==> config.mk <==
export PLATFORM = sky130hd
export DESIGN_NAME = serial_div_unit
export DESIGN_NICKNAME = d
export VERILOG_FILES = /design/src/rtl/serial_div_unit_pkg.sv /design/src/rtl/serial_div_unit_step.sv /design/src/rtl/serial_div_unit.sv
export SDC_FILE = /design/constraint.sdc
export NUM_CORES = 1
export LEC_CHECK = 0
export BUFFER_PORTS_ARGS = -buffer_cell sky130_fd_sc_hd__buf_2
export CAP_MARGIN = 20
export CORE_MARGIN = 4
export CORE_UTILIZATION = 30
export CTS_BUF_LIST = sky130_fd_sc_hd__clkbuf_2 sky130_fd_sc_hd__clkbuf_4 sky130_fd_sc_hd__clkbuf_8
export CTS_CLUSTER_SIZE = 14
export DETAILED_ROUTE_END_ITERATION = 10
export HOLD_SLACK_MARGIN = 0.05
export PLACE_DENSITY = 0.48
export SYNTH_ARGS = -nofsm -noshare
export SYNTH_HDL_FRONTEND = slang
export SYNTH_SLANG_ARGS = --single-unit
==> constraint.sdc <==
create_clock -name clk -period 5.8 [get_ports clk]
set_input_delay 0.58 -clock clk [delete_from_list [all_inputs] [get_ports clk]]
set_output_delay 0.58 -clock clk [all_outputs]
set_load 0.02 [all_outputs]
==> src/rtl/serial_div_unit_pkg.sv <==
// Shared processor types used by the serial divider.
package ProcessorTypes;

  typedef enum logic [1:0] {
    DivUnitState_Idle = 2'd0,
    DivUnitState_Busy = 2'd1,
    DivUnitState_Done = 2'd2
  } DivUnitState;

  // Width of an iteration counter that must hold the value n.
  function automatic int div_cnt_width(input int n);
    return $clog2(n + 1);
  endfunction

endpackage

==> src/rtl/serial_div_unit_step.sv <==
// One radix-2 restoring division step: trial subtract and next partial remainder.
module serial_div_unit_step #(
  parameter int N = 32
) (
  input  logic [N-1:0] rem_in,
  input  logic         dvd_msb,
  input  logic [N-1:0] divisor,
  output logic [N-1:0] rem_out,
  output logic         q_bit
);

  logic [N:0] partial;
  logic [N:0] trial;

  // Shift the next dividend bit into the remainder and keep the difference only if it fits.
  always_comb begin
    partial = {rem_in, dvd_msb};
    trial   = partial - {1'b0, divisor};
    q_bit   = (partial >= {1'b0, divisor});
    rem_out = N'(q_bit ? trial : partial);
  end

endmodule

==> src/rtl/serial_div_unit.sv <==
// Iterative restoring divider serving DIV/DIVU/REM/REMU over an enable/done handshake.
module serial_div_unit
  import ProcessorTypes::*;
#(
  parameter int N = 32
) (
  input  logic         clk,
  input  logic         rst_n,
  output logic         done,
  output logic [N-1:0] quotient,
  output logic [N-1:0] remnant,
  input  logic         isSigned,
  input  logic [N-1:0] dividend,
  input  logic [N-1:0] divisor,
  input  logic         enable,
  input  logic         stall,
  input  logic         flush
);

  localparam int CNT_W = div_cnt_width(N);
  localparam logic [N-1:0] MIN_NEG = {1'b1, {(N-1){1'b0}}};
  localparam logic [N-1:0] ALL_ONES = {N{1'b1}};

  DivUnitState state_q, state_d;

  logic [CNT_W-1:0] cnt_q, cnt_d;
  logic [N-1:0]     rem_q, rem_d;
  logic [N-1:0]     dvd_q, dvd_d;
  logic [N-1:0]     dvsr_q, dvsr_d;
  logic             neg_q_q, neg_q_d;
  logic             neg_r_q, neg_r_d;
  logic [N-1:0]     quotient_q, quotient_d;
  logic [N-1:0]     remnant_q, remnant_d;

  logic             div_by_zero;
  logic             overflow;
  logic             last_step;
  logic [N-1:0]     step_rem;
  logic             step_q_bit;
  logic [N-1:0]     q_full;

  serial_div_unit_step #(.N(N)) u_step (
    .rem_in  (rem_q),
    .dvd_msb (dvd_q[N-1]),
    .divisor (dvsr_q),
    .rem_out (step_rem),
    .q_bit   (step_q_bit)
  );

  // Decode the special operand cases and the final iteration.
  always_comb begin
    div_by_zero = (divisor == '0);
    overflow    = isSigned && (dividend == MIN_NEG) && (divisor == ALL_ONES);
    last_step   = (cnt_q == CNT_W'(1));
    q_full      = {dvd_q[N-2:0], step_q_bit};
  end

  // State register.
  always_ff @(posedge clk or negedge rst_n) begin
    if (!rst_n) state_q <= DivUnitState_Idle;
    else        state_q <= state_d;
  end

  // Next-state logic: flush beats stall, stall freezes the FSM.
  always_comb begin
    state_d = state_q;
    if (flush) begin
      state_d = DivUnitState_Idle;
    end else if (!stall) begin
      unique case (state_q)
        DivUnitState_Idle: begin
          if (enable) state_d = (div_by_zero || overflow) ? DivUnitState_Done : DivUnitState_Busy;
        end
        DivUnitState_Busy: begin
          if (!enable)        state_d = DivUnitState_Idle;
          else if (last_step) state_d = DivUnitState_Done;
        end
        DivUnitState_Done: state_d = DivUnitState_Idle;
        default:           state_d = DivUnitState_Idle;
      endcase
    end
  end

  // Output decode: everything comes straight from registers.
  always_comb begin
    done     = (state_q == DivUnitState_Done);
    quotient = quotient_q;
    remnant  = remnant_q;
  end

  // Datapath next values: operand capture, shift/subtract iteration and sign fix.
  always_comb begin
    cnt_d      = cnt_q;
    rem_d      = rem_q;
    dvd_d      = dvd_q;
    dvsr_d     = dvsr_q;
    neg_q_d    = neg_q_q;
    neg_r_d    = neg_r_q;
    quotient_d = quotient_q;
    remnant_d  = remnant_q;
    if (flush) begin
      cnt_d = '0;
    end else if (!stall) begin
      if (state_q == DivUnitState_Idle && enable) begin
        cnt_d   = CNT_W'(N);
        rem_d   = '0;
        dvd_d   = (isSigned && dividend[N-1]) ? -dividend : dividend;
        dvsr_d  = (isSigned && divisor[N-1]) ? -divisor : divisor;
        neg_q_d = isSigned && (dividend[N-1] ^ divisor[N-1]) && !div_by_zero;
        neg_r_d = isSigned && dividend[N-1];
        if (div_by_zero) begin
          quotient_d = ALL_ONES;
          remnant_d  = dividend;
        end else if (overflow) begin
          quotient_d = dividend;
          remnant_d  = '0;
        end
      end else if (state_q == DivUnitState_Busy && enable) begin
        rem_d = step_rem;
        dvd_d = q_full;
        cnt_d = cnt_q - CNT_W'(1);
        if (last_step) begin
          quotient_d = neg_q_q ? -q_full : q_full;
          remnant_d  = neg_r_q ? -step_rem : step_rem;
        end
      end
    end
  end

  // Datapath registers with asynchronous clear.
  always_ff @(posedge clk or negedge rst_n) begin
    if (!rst_n) begin
      cnt_q      <= '0;
      rem_q      <= '0;
      dvd_q      <= '0;
      dvsr_q     <= '0;
      neg_q_q    <= 1'b0;
      neg_r_q    <= 1'b0;
      quotient_q <= '0;
      remnant_q  <= '0;
    end else begin
      cnt_q      <= cnt_d;
      rem_q      <= rem_d;
      dvd_q      <= dvd_d;
      dvsr_q     <= dvsr_d;
      neg_q_q    <= neg_q_d;
      neg_r_q    <= neg_r_d;
      quotient_q <= quotient_d;
      remnant_q  <= remnant_d;
    end
  end

endmodule

Word-level counts from Yosys, hierarchy flattened
Index checks and enable logic that the tools add are counted.

cells by class
  mux-type cells = 30
  reductions and logical operators = 20
  add/sub/neg operators = 6
  equal/unequal tests = 9
  bitwise operators = 3
  $lt $le $gt $ge = 1

operators with widths
  operator                                                                 number
  32-bit 2-to-1 mux                                                        19
  32-bit negation                                                          4
  32-bit == test, second input constant                                    2
  33-bit by 32-bit greater-or-equal comparator with 1-bit output           1
  32-bit zero test                                                         1
  32-bit subtractor                                                        1
  6-bit 2-to-1 mux                                                         4
  2-bit 2-to-1 mux                                                         6
  3-bit AND reduction                                                      3
  1-bit logical AND                                                        8
  6-bit by 1-bit == test with 1-bit output, second input constant          1
  3-bit inequality test, second input constant                             2
  6-bit by 1-bit subtractor with 6-bit output, second input constant       1
  5-bit AND reduction                                                      1
  4-bit inequality test, second input constant                             1
  2-bit case mux with 2 select lines                                       1
  2-bit nonzero test                                                       2
  3-bit nonzero test                                                       1
  2-bit by 1-bit == test with 1-bit output, second input constant          1
  2-bit == test, second input constant                                     1
  2-bit zero test                                                          1
  2-bit by 1-bit inequality test with 1-bit output, second input constant  1
  1-bit NOT                                                                2
  2-bit AND reduction                                                      1
  other kinds (3)                                                          3

storage, ports and cells
  flip-flop bits (word level) = 170
  output and inout bits = 65

Logic depth before layout (Yosys ltp)
  depth in word-level cells = 9
  mapped depth = 24
  mapped depth without buffers = 20

By module
A second synthesis with hierarchy kept.

unflattened totals
  cells, all modules = 1497
  area, all modules = 12831.1 um^2

by module, submodules not included
  module                times used  cells an instance  area each (um^2)
  serial_div_unit       1           1174               10500.1
  serial_div_unit_step  1           323                2331.0

Least setup slack after synthesis
No wires, ideal clock.

  path type = register -> register
  from = register rem_q[25]
  to = register remnant_q[28] (netlist: remnant[28])
  path slack = 1.144 ns
  library setup time = 0.123 ns
  period minus slack after synthesis = 4.656 ns
  cell stages (with the launch flop) = 23
  data arrival time = 4.534 ns
  cells stage by stage = dfrtp_1 ha_1 a21oi_1 o21ai_1 a2111oi_1 o211a_1 nand2_2 inv_2 buf_2 buf_2 buf_2 nor2_1 a21oi_1 ha_1 nand2_1 or3_1 nor3_1 a31oi_1 o21bai_1 nor3_1 a21oi_1 xor2_1 o221a_2

on the way
  longest elaborated chain between the ends = 7
  elaborated cells on any way between the ends = 8
  classes of those cells = add/sub: 2; order compare: 1; mux: 5

RTL lines
  what                                                                                                        RTL line                                                text
  from (decl)                                                                                                 serial_div_unit.sv:27                                   logic [N-1:0] rem_q, rem_d;
  from (signal assigned)                                                                                      serial_div_unit.sv:143                                  rem_q <= rem_d;
  32-bit subtractor / 33-bit by 32-bit greater-or-equal comparator with 1-bit output (equally long branches)  serial_div_unit_step.sv:18, serial_div_unit_step.sv:19
  32-bit 2-to-1 mux *                                                                                         serial_div_unit_step.sv:20                              rem_out = N'(q_bit ? trial : partial);
  32-bit negation                                                                                             serial_div_unit.sv:124                                  remnant_d = neg_r_q ? -step_rem : step_rem;
  32-bit 2-to-1 mux *                                                                                         serial_div_unit.sv:124
  32-bit 2-to-1 mux *                                                                                         serial_div_unit.sv:122                                  if (last_step) begin
  32-bit 2-to-1 mux *                                                                                         serial_div_unit.sv:118                                  end else if (state_q == DivUnitState_Busy && enable) begin
  32-bit 2-to-1 mux *                                                                                         serial_div_unit.sv:104                                  if (state_q == DivUnitState_Idle && enable) begin
  to (signal assigned)                                                                                        serial_div_unit.sv:149                                  remnant_q <= remnant_d;
  to (decl)                                                                                                   serial_div_unit.sv:33                                   logic [N-1:0] remnant_q, remnant_d;

Every way passes the cells marked *; elsewhere a longest branch is shown, timed or not. The select of a mux whose other input is x is not followed.
A chain may end at the register's enable or synchronous reset.

Worst setup path after layout
Ends and elaborated chain as after synthesis.

==> flow_summary.json <==
{
  "status": "finished, final reports clean",
  "htree_num_levels": 4,
  "ys_seq_area_share_pct": 33.4,
  "initial_core_util_pct": 30.4,
  "drive_gt1_share_pct": 13.3,
  "maxSlewViolCount": 0,
  "routed_wl_um": 44400,
  "die_h_um": 214,
  "crit_slowest_cell": "a2111oi_1",
  "syn_inst": 1621,
  "mostFrequentLayoutCell": "nand2_1",
  "avgSynthCellArea_um2": 7.86,
  "hpwlAfterDp_um": 34500,
  "design.portCount": 135,
  "timing.final.crit_share_pct": 90.0,
  "nets": 1814,
  "hold_path_class": "input pin to asynchronous set/reset pin",
  "multiInputGateArea_mm2": 0.00787,
  "synth_compound_area_share_pct": 25.8,
  "tightest_slew_ns": 1.07,
  "ant_nets": 0,
  "grt_pass1_vias": 12100,
  "cts.path.max_buffers": 2,
  "final_cell_mix": "222 x nand2_1, 170 x dfrtp_1, 162 x o21ai_0",
  "cts_num_sinks": 170,
  "synthesis.nets": 1731,
  "synth_area_mm2": 0.0127,
  "dieWidth_um": 214,
  "setup_slack_ns": 0.581,
  "synth_top_cell_area_share_pct": 33.4,
  "worst-path-buf-inv": 1,
  "yosys.area.top_type": "dfrtp_1",
  "cts_root_buf": "clkbuf_8",
  "synth_cell_type_count": 79,
  "max_stage_delay_ns": 0.69,
  "cap_violations": 0,
  "ys_warn_count": 0,
  "area_growth_pct": 12.1,
  "io_buffers": 134,
  "cts_hold_buf": 0,
  "critPathTopFamily": "compound AO/OA/AOI/OAI gates",
  "crit_chain": "ha_1 -> a21oi_1 -> o21ai_1 -> a2111oi_1 -> o211a_1 -> nand2_2 -> inv_2 -> nor2_1 -> a21oi_1 -> ha_1 -> nand2_1 -> or3_1 -> nor3_1 -> a31oi_1 -> o21bai_1 -> nor3_1 -> a21oi_1 -> xor2_1 -> o221a_2",
  "grt_util_all_layers_pct": 19.2,
  "crit_arrival_ns": 5.63,
  "rsz0062_at_grt": "false",
  "start_kind": "register",
  "gp_congestion": 0.876,
  "ys_seq_elements": 170,
  "yosys-top-cells-area": "dfrtp_1 33%, nand2_1 6.6%, o21ai_0 6.4%",
  "num_rows": 75,
  "die_area_mm2": 0.0458,
  "crit_required_ns": 6.22,
  "cts_made_buffers": 17,
  "synth_fa_ha_area_share_pct": 3.99,
  "drt_iter0_drc": 892,
  "slew_headroom_pct": 28.6,
  "timing.setup.tns_ns": 0,
  "grt_max_degree": 84,
  "pre_cts_slack_ns": 0.721,
  "finalSetupViolCount": 0,
  "yosys-mux-area-fraction_pct": 1.36,
  "via_count": 12100,
  "cp-end-kind": "register",
  "path_clk_slew_ns": 0.10,
  "synth_xor_area_share_pct": 9.28,
  "period_needed_ns": 5.22,
  "p_per_area_mw_per_mm2": 248,
  "fill_cells": 4502,
  "synth_top_family_by_area": "compound AO/OA/AOI/OAI gates",
  "post_drt_wl_per_cell_um": 19.7,
  "worstSetupPathType": "register to register",
  "viasPerCell": 5.37,
  "cts_setup_buffers": 0,
  "synthSimpleGateAreaFrac_pct": 21.2,
  "overflow": 0,
  "grt_antenna_before_repair": 0,
  "grt_pass1_wl_um": 70400,
  "seqCellArea_mm2": 0.00425,
  "drc_errors": 0,
  "clock_latency_ns": 0.52,
  "fp.coreArea_mm2": 0.0419,
  "async_reset_ff_share_pct": 100,
  "firstDrtPassIters": 7,
  "hold_viol_final": 0,
  "vdd_drop_max_v": 0.000136,
  "ys_dominant_reg_cell": "dfrtp_1",
  "fin_skew_ns": 0.0225,
  "cp_max_fo": 8,
  "crit_top_cell": "a21oi_1",
  "clock.fmax_mhz": 192,
  "cts_resized": 0,
  "synth_edf_count": 0,
  "cts_tree": "built",
  "power_leakage_nw": 6.38
}
layout make-up:
class	instances	area share [%]
Multi-Input combinational cell	1297	55.1
Sequential cell	170	29.8
Timing Repair Buffer	154	5.78
Tap cell	539	4.72
Clock buffer	18	1.69
Inverter	64	1.68
Clock inverter	14	1.20
Antenna cell	1	0.0175
synth_stat cells, types with 16 or more instances:
cell      count
a211oi_1     16
a21oi_1     148
a31oi_1      22
buf_2        19
clkbuf_1     58
dfrtp_1     170
ha_1         39
inv_1        63
nand2_1     224
nand3_1      26
nand4_1      20
nor2_1      161
nor3_1       32
nor4_1       17
o21ai_0     162
o31ai_1      30
or3_1        25
xnor2_1      70
xor2_1       65
path summary, 6_finish.rpt:
path                       slack [ns]                     start                       end  depth (start not counted)
max                              0.58     rem_q[25]$_DFFE_PN0P_   remnant[28]$_DFFE_PN0P_                         19
min                              0.13                     rst_n  quotient[11]$_DFFE_PN0P_                          1
max reg2reg                      0.58     rem_q[25]$_DFFE_PN0P_   remnant[28]$_DFFE_PN0P_                         19
min reg2reg                      0.47  quotient[24]$_DFFE_PN0P_  quotient[24]$_DFFE_PN0P_                          2
max in group asynchronous        4.40                     rst_n    dvsr_q[25]$_DFFE_PN0P_                          2
min in group clk                 0.30                     flush    state_q[1]$_DFFE_PN0P_                          2
kinds of logic after synthesis:
group	Yosys count
AOI/OAI and AO/OA	522
xor gates and xnor gates	135
adders and majority gates	40
buffers and inverters	154
DFF	170
muxes	17
and+or+nand+nor	583
state kept, by name, summed over array words and instances, names as in the netlist:
name,count
cnt_q,6
dvd_q,32
dvsr_q,32
neg_q_q,1
neg_r_q,1
quotient,32
rem_q,32
remnant,32
state_q,2
stage by stage:
step / instance area, µm² / std cells / hold slack (ns) / total power, W / utilization (%)
after detailed placement: 13900 / 2223 / 0.457 / 0.00261 / 33.0
after global placement: 13900 / 2223 / 0.447 / 0.00260 / 33.0
after CTS: 14300 / 2255 / 0.130 / 0.00357 / 34.0
after floorplan: 12700 / 1621 / 0.284 / 0.00223 / -
final: 14300 / 2257 / 0.126 / 0.00354 / 34.0
after global routing: 14300 / 2256 / 0.169 / 0.00379 / 34.0
report_power, final:
group	total (W)	internal [W]	switching [W]
Clock	0.000944	0.000433	0.000511
Sequential	0.00144	0.00131	0.000135
Combinational	0.00115	0.000413	0.000736
metal layers:
metal	track usage (%)	up-vias	wire, µm
met5	0	-	0
met4	3.76	0	500
met2	30.3	265	19900
met3	3.29	28	1790
met1	27.9	5844	22300
li1	-	5973	-
(Power assumes the default switching activity.)
